**config.mk**
```make
export PLATFORM = sky130hd
export DESIGN_NAME = nco_hop_ctrl
export DESIGN_NICKNAME = d
export VERILOG_FILES = /design/src/rtl/nco_ctrl_pkg.sv /design/src/rtl/nco_hop_ctrl_if.sv /design/src/rtl/nco_hop_tbl.sv /design/src/rtl/nco_hop_ctrl.sv
export SDC_FILE = /design/constraint.sdc
export NUM_CORES = 1
export LEC_CHECK = 0
export BUFFER_PORTS_ARGS = -buffer_cell sky130_fd_sc_hd__buf_4
export CAP_MARGIN = 40
export CORE_MARGIN = 4
export CORE_UTILIZATION = 45
export CTS_BUF_LIST = sky130_fd_sc_hd__clkbuf_8
export CTS_CLUSTER_DIAMETER = 60
export DETAILED_ROUTE_END_ITERATION = 7
export PLACE_DENSITY = 0.75
export SYNTH_ARGS = -nofsm -noshare
export SYNTH_HDL_FRONTEND = slang
export SYNTH_SLANG_ARGS = --single-unit
```
**constraint.sdc**
```tcl
create_clock -name clk -period 2.8 [get_ports clk]
set_input_delay 0.42 -clock clk [delete_from_list [all_inputs] [get_ports clk]]
set_output_delay 0.42 -clock clk [all_outputs]
set_load 0.02 [all_outputs]
```
**src/rtl/nco_ctrl_pkg.sv**
```systemverilog
// Shared definitions for the NCO frequency-hop controller: defaults and FSM encoding.
package nco_ctrl_pkg;

    localparam int APR_DEF  = 32;
    localparam int SYMW_DEF = 2;
    localparam int CNTW_DEF = 16;

    typedef enum logic [1:0] {
        WAIT_NCO = 2'd0,
        IDLE     = 2'd1,
        RUN      = 2'd2
    } hop_state_e;

endpackage

```
**src/rtl/nco_hop_ctrl_if.sv**
```systemverilog
// Offset-table configuration write port shared by the controller and its table.
interface nco_hop_ctrl_if
    import nco_ctrl_pkg::*;
#(
    parameter int APR  = APR_DEF,
    parameter int SYMW = SYMW_DEF
);
    logic            we;
    logic [SYMW-1:0] addr;
    logic [APR-1:0]  data;

    modport master (output we, output addr, output data);
    modport slave  (input  we, input  addr, input  data);
endinterface

```
**src/rtl/nco_hop_tbl.sv**
```systemverilog
// Per-symbol frequency-offset register file: one write port, one asynchronous read port.
module nco_hop_tbl
    import nco_ctrl_pkg::*;
#(
    parameter int APR  = APR_DEF,
    parameter int SYMW = SYMW_DEF
) (
    input  logic                 clk,
    input  logic                 reset_n,
    nco_hop_ctrl_if.slave        wr,
    input  logic [SYMW-1:0]      rd_addr,
    output logic [APR-1:0]       rd_data
);

    localparam int DEPTH = 2 ** SYMW;

    logic [APR-1:0] mem_q [DEPTH];
    logic [APR-1:0] mem_d [DEPTH];

    always_comb begin
        for (int i = 0; i < DEPTH; i++) mem_d[i] = mem_q[i];
        if (wr.we) mem_d[wr.addr] = wr.data;
    end

    // NOTE: the table is small and must read as zero after reset, so every
    // entry gets an explicit reset value instead of being left uninitialised.
    always_ff @(posedge clk or negedge reset_n) begin
        if (!reset_n) begin
            for (int i = 0; i < DEPTH; i++) mem_q[i] <= '0;
        end else begin
            for (int i = 0; i < DEPTH; i++) mem_q[i] <= mem_d[i];
        end
    end

    // Read comes from the registered array, so a same-cycle write is not visible yet.
    assign rd_data = mem_q[rd_addr];

endmodule

```
**src/rtl/nco_hop_ctrl.sv**
```systemverilog
// Symbol-driven frequency-hop controller feeding an NCO's phi_inc_i / freq_mod_i.
module nco_hop_ctrl
    import nco_ctrl_pkg::*;
#(
    parameter int APR  = APR_DEF,
    parameter int SYMW = SYMW_DEF,
    parameter int CNTW = CNTW_DEF
) (
    input  logic             clk,
    input  logic             reset_n,
    input  logic             clken,
    input  logic             cfg_we,
    input  logic [SYMW-1:0]  cfg_addr,
    input  logic [APR-1:0]   cfg_data,
    input  logic [APR-1:0]   carrier_i,
    input  logic [CNTW-1:0]  sym_len_i,
    input  logic             sym_valid,
    input  logic [SYMW-1:0]  sym_data,
    output logic             sym_ready,
    input  logic             nco_valid,
    output logic [APR-1:0]   phi_inc_o,
    output logic [APR-1:0]   freq_mod_o,
    output logic             busy,
    output logic             underrun
);

    hop_state_e      state_q, state_d;
    logic [CNTW-1:0] cnt_q, cnt_d;
    logic [APR-1:0]  phi_q, phi_d;
    logic [APR-1:0]  fm_q, fm_d;
    logic            und_q, und_d;

    logic [APR-1:0]  tbl_rd;
    logic [CNTW-1:0] len_m1;
    logic            accept;

    nco_hop_ctrl_if #(.APR(APR), .SYMW(SYMW)) cfg_bus ();

    assign cfg_bus.we   = cfg_we;
    assign cfg_bus.addr = cfg_addr;
    assign cfg_bus.data = cfg_data;

    nco_hop_tbl #(.APR(APR), .SYMW(SYMW)) u_tbl (
        .clk     (clk),
        .reset_n (reset_n),
        .wr      (cfg_bus.slave),
        .rd_addr (sym_data),
        .rd_data (tbl_rd)
    );

    assign sym_ready = (state_q == IDLE) || ((state_q == RUN) && (cnt_q == '0));
    assign accept    = sym_valid && sym_ready && clken;
    // A zero length behaves as a one-cycle symbol.
    assign len_m1    = (sym_len_i == '0) ? '0 : sym_len_i - CNTW'(1);

    // NOTE: every variable gets a hold value first so no path through the
    // case leaves it unassigned, which would otherwise infer a latch.
    always_comb begin
        state_d = state_q;
        cnt_d   = cnt_q;
        phi_d   = phi_q;
        fm_d    = fm_q;
        und_d   = und_q;
        if (clken) begin
            und_d = 1'b0;
            case (state_q)
                WAIT_NCO: begin
                    phi_d = carrier_i;
                    if (nco_valid) state_d = IDLE;
                end
                IDLE: phi_d = carrier_i;
                RUN: begin
                    if (!accept) begin
                        if (cnt_q != '0) begin
                            cnt_d = cnt_q - CNTW'(1);
                        end else begin
                            state_d = IDLE;
                            fm_d    = '0;
                            und_d   = 1'b1;
                        end
                    end
                end
                default: state_d = WAIT_NCO;
            endcase
            if (accept) begin
                fm_d    = tbl_rd;
                cnt_d   = len_m1;
                state_d = RUN;
            end
        end
    end

    // NOTE: state registers use non-blocking assignments so all flops sample
    // the pre-edge values of each other, matching real hardware.
    always_ff @(posedge clk or negedge reset_n) begin
        if (!reset_n) begin
            state_q <= WAIT_NCO;
            cnt_q   <= '0;
            phi_q   <= '0;
            fm_q    <= '0;
            und_q   <= 1'b0;
        end else begin
            state_q <= state_d;
            cnt_q   <= cnt_d;
            phi_q   <= phi_d;
            fm_q    <= fm_d;
            und_q   <= und_d;
        end
    end

    assign phi_inc_o  = phi_q;
    assign freq_mod_o = fm_q;
    assign busy       = (state_q == RUN);
    // The pulse is held across disabled cycles and shown on the next enabled one.
    assign underrun   = und_q && clken;

endmodule

```
==> run summary <==
Post-layout util = 57.4%
FF-to-FF setup slack = 0.46 ns
Final Hold Fails = 0
CP delay by family, top = simple AND/OR/NAND/NOR gates
CTS Root Cell = clkbuf_8
Global-route wire length before repair = 35,300 µm
Die X = 152 µm
Setup WS pre-CTS = 0.299 ns
DR vias/cell = 5.46
Crit start category = register
Worst slew margin = 54.3%
Synthesis-to-finish area growth = 24.8%
Setup bufs post-CTS = 0
HP Start = carrier_i[0]
CP max-delay cell = dfrtp_1
Clk_lat worst skew = 0.51 ns
Fraction of the cycle the final worst path needs = 92.6%
Die height = 152 µm
Total negative slack = 0 ns
Dpl cells = 1,055
Netlist Area Pre-Place = 9330 µm²
Vias in the first global route = 6,552
Synth Register Bits = 211
Synth warnings = 0
R2R Path Start = cnt_q[0]$_DFFE_PN0P_
Largest net degree at the start of global routing = 65
Final Worst Setup Slack = 0.208 ns
Commonest cells in the netlist = dfrtp_1 (211), mux2_2 (160), a22o_1 (32), mux4_2 (32)
Synth cell types = 51
Worst R2R Path Depth = 8
Wire length per cell = 19.2 µm
Post-DP HPWL = 14,000 µm
Buffers & Inverters on Critical Path = 2
CP Capture Type = output port
GPL Wtd Cong = 0.941
Fin cells = 1,118
All-Layer GR Usage = 18.5%
Arrival time at the worst endpoint = 2.17 ns
Post-synth top area share = 56.6%
Fillers = 1,702
Worst Path Max Fanout = 7
Initial DRC count = 248
CP Cell Sequence = inv_1 > ha_1 > nor3b_2 > nand4_1 > o21ai_1 > buf_4
Crit-path max cell delay = 0.41 ns
Post-DP Area = 10,900 µm²
H-tree Lvls = 2
Core Area = 20,300 µm²
Syn avg cell area = 14.4 µm²
VDD IR max = 0.000668 V
Fin area = 11,600 µm²
Total congestion overflow = 0
CTS max path bufs = 3
Max Clk Rate = 386 MHz
Worst-path clk slew = 0.06 ns
RSZ-0062 raised after global routing = false
Port buffer count = 156
Hold Path Class = in -> reg
Status = finished, final reports clean
Row count = 52
Ports = 157
TritonRoute pass-1 iters = 4
WP data required = 2.38 ns
Pwr dens = 842 nW/µm²
Layout cells sized above 1 = 50.4%
RR Endpoint = freq_mod_o[5]$_DFFE_PN0P_
Die area = 23,100 µm²
Worst-margin pin slew = 0.681 ns
Max-slew violations = 0
Antenna fix cells = 0
Worst Hold End = phi_inc_o[0]$_DFFE_PN0P_
Initial Util = 46.0%
Gate Count Post-Synth = 648
Drt drc = 0
Cell taking the most area after synthesis = dfrtp_1
Setup Viol. Count Final = 0
Final min period = 2.59 ns
Pwr Total = 9.81 mW
Fin Hold WS = 0.141 ns
Prevailing post-synth register cell = dfrtp_1
CTS Buf Count = 37
Max_cap viols = 0
Post-synthesis sequential area ratio = 56.6%
Final WL = 21,400 µm
Number of nets in the layout = 919
Top post-synthesis cells by area = dfrtp_1 (57%), mux2_2 (19%), mux4_2 (7.7%)
Leakage = 5.15 nW
Detailed-route via count = 6,107
Post-synth EDFFs = 0
FFs w/ async S/R, synth = 100%
Clk sinks = 211
Worst clock skew = 0.0247 ns
CP Class = reg -> out
WHS Path Cells = 2
CTS tree = yes
Final ANT Viol Nets = 0
Net count after synthesis = 742
Antenna violations before repair = 0
Count leader, synth = dfrtp_1
-- cells in the final DEF (no fill, tap or decap), types with 3 or more instances in the layout --
master / Yosys / final
nand2b_1: 4 / 4
o21ai_0: 16 / 15
a22o_1: 32 / 32
nor4_1: 7 / 6
mux2_2: 160 / 160
buf_12: 0 / 3
dfrtp_1: 211 / 211
mux4_2: 32 / 32
buf_4: 0 / 167
nand3b_1: 3 / 3
o22ai_1: 4 / 4
nor3_1: 9 / 9
clkbuf_8: 0 / 47
a21oi_1: 5 / 4
xor2_1: 8 / 8
nor4_4: 1 / 3
nand2_1: 19 / 19
nand3_1: 10 / 9
a211o_1: 4 / 4
nor2_1: 27 / 26
or3_1: 6 / 6
nand4_1: 3 / 3
ha_1: 4 / 4
inv_1: 8 / 21
xnor2_1: 8 / 8
-- cells by family after synthesis --
logic type / after synthesis / share of synthesized area, %
flops: 211 / 56.6
mux: 193 / 27.1
simple gates: 100 / 5.79
compound gates: 81 / 6.62
buf+inv: 43 / 1.84
xor+xnor: 16 / 1.50
fa+ha+maj: 4 / 0.536
-- repair_timing --
| item | 4_1_cts | 5_1_grt |
|---|---|---|
| resized for setup | 1 | 4 |
| pin swaps | 0 | 1 |
| endpoints found under the setup margin | 1 | 1 |
| endpoints found under the hold margin | 48 | 0 |
| hold buffers | 1 | 0 |
-- worst max path at each step --
stage                          from               endpoint  slack (ns)  cells after the start
3_3_place_gp           sym_len_i[6]   cnt_q[4]$_DFFE_PN0P_        0.33                      7
4_1_cts        cnt_q[0]$_DFFE_PN0P_              sym_ready        0.08                      6
3_5_place_dp           sym_len_i[6]   cnt_q[4]$_DFFE_PN0P_        0.30                      7
5_1_grt        cnt_q[7]$_DFFE_PN0P_              sym_ready        0.03                      4
6_report       cnt_q[0]$_DFFE_PN0P_              sym_ready        0.21                      6
2_1_floorplan  cnt_q[4]$_DFFE_PN0P_  cnt_q[14]$_DFFE_PN0P_        0.35                      7
-- state kept, by name, indices dropped and copies added (netlist names) --
name         cells
phi_inc_o       32
u_tbl.mem_q    128
und_q            1
cnt_q           16
state_q          2
freq_mod_o      32
-- per-layer routing --
metal / up-vias / wire length, µm / global-route usage, %
li1: 2778 / - / -
met1: 3091 / 9740 / 25.9
met2: 206 / 9900 / 29.1
met3: 32 / 1440 / 5.09
met4: 0 / 342 / 4.54
met5: - / 0 / 0
-- power by group --
group	leakage (nW)	total [mW]	internal, mW	switching [mW]
sequential	2.54	4.38	3.89	0.498
clock	0.423	2.75	1.56	1.19
combinational	2.19	2.68	1.45	1.22
total	5.15	9.81	6.90	2.91
-- area by class of cell --
class	count	area (µm²)	area share, %
well taps	270	338	2.90
multi-input cells	394	3940	33.8
inverters	9	33.8	0.290
clock inverters	16	92.6	0.795
clock buffers	46	633	5.43
flip-flops and latches	211	5280	45.3
repair buffers	172	1340	11.5
(Power assumes the default switching activity.)
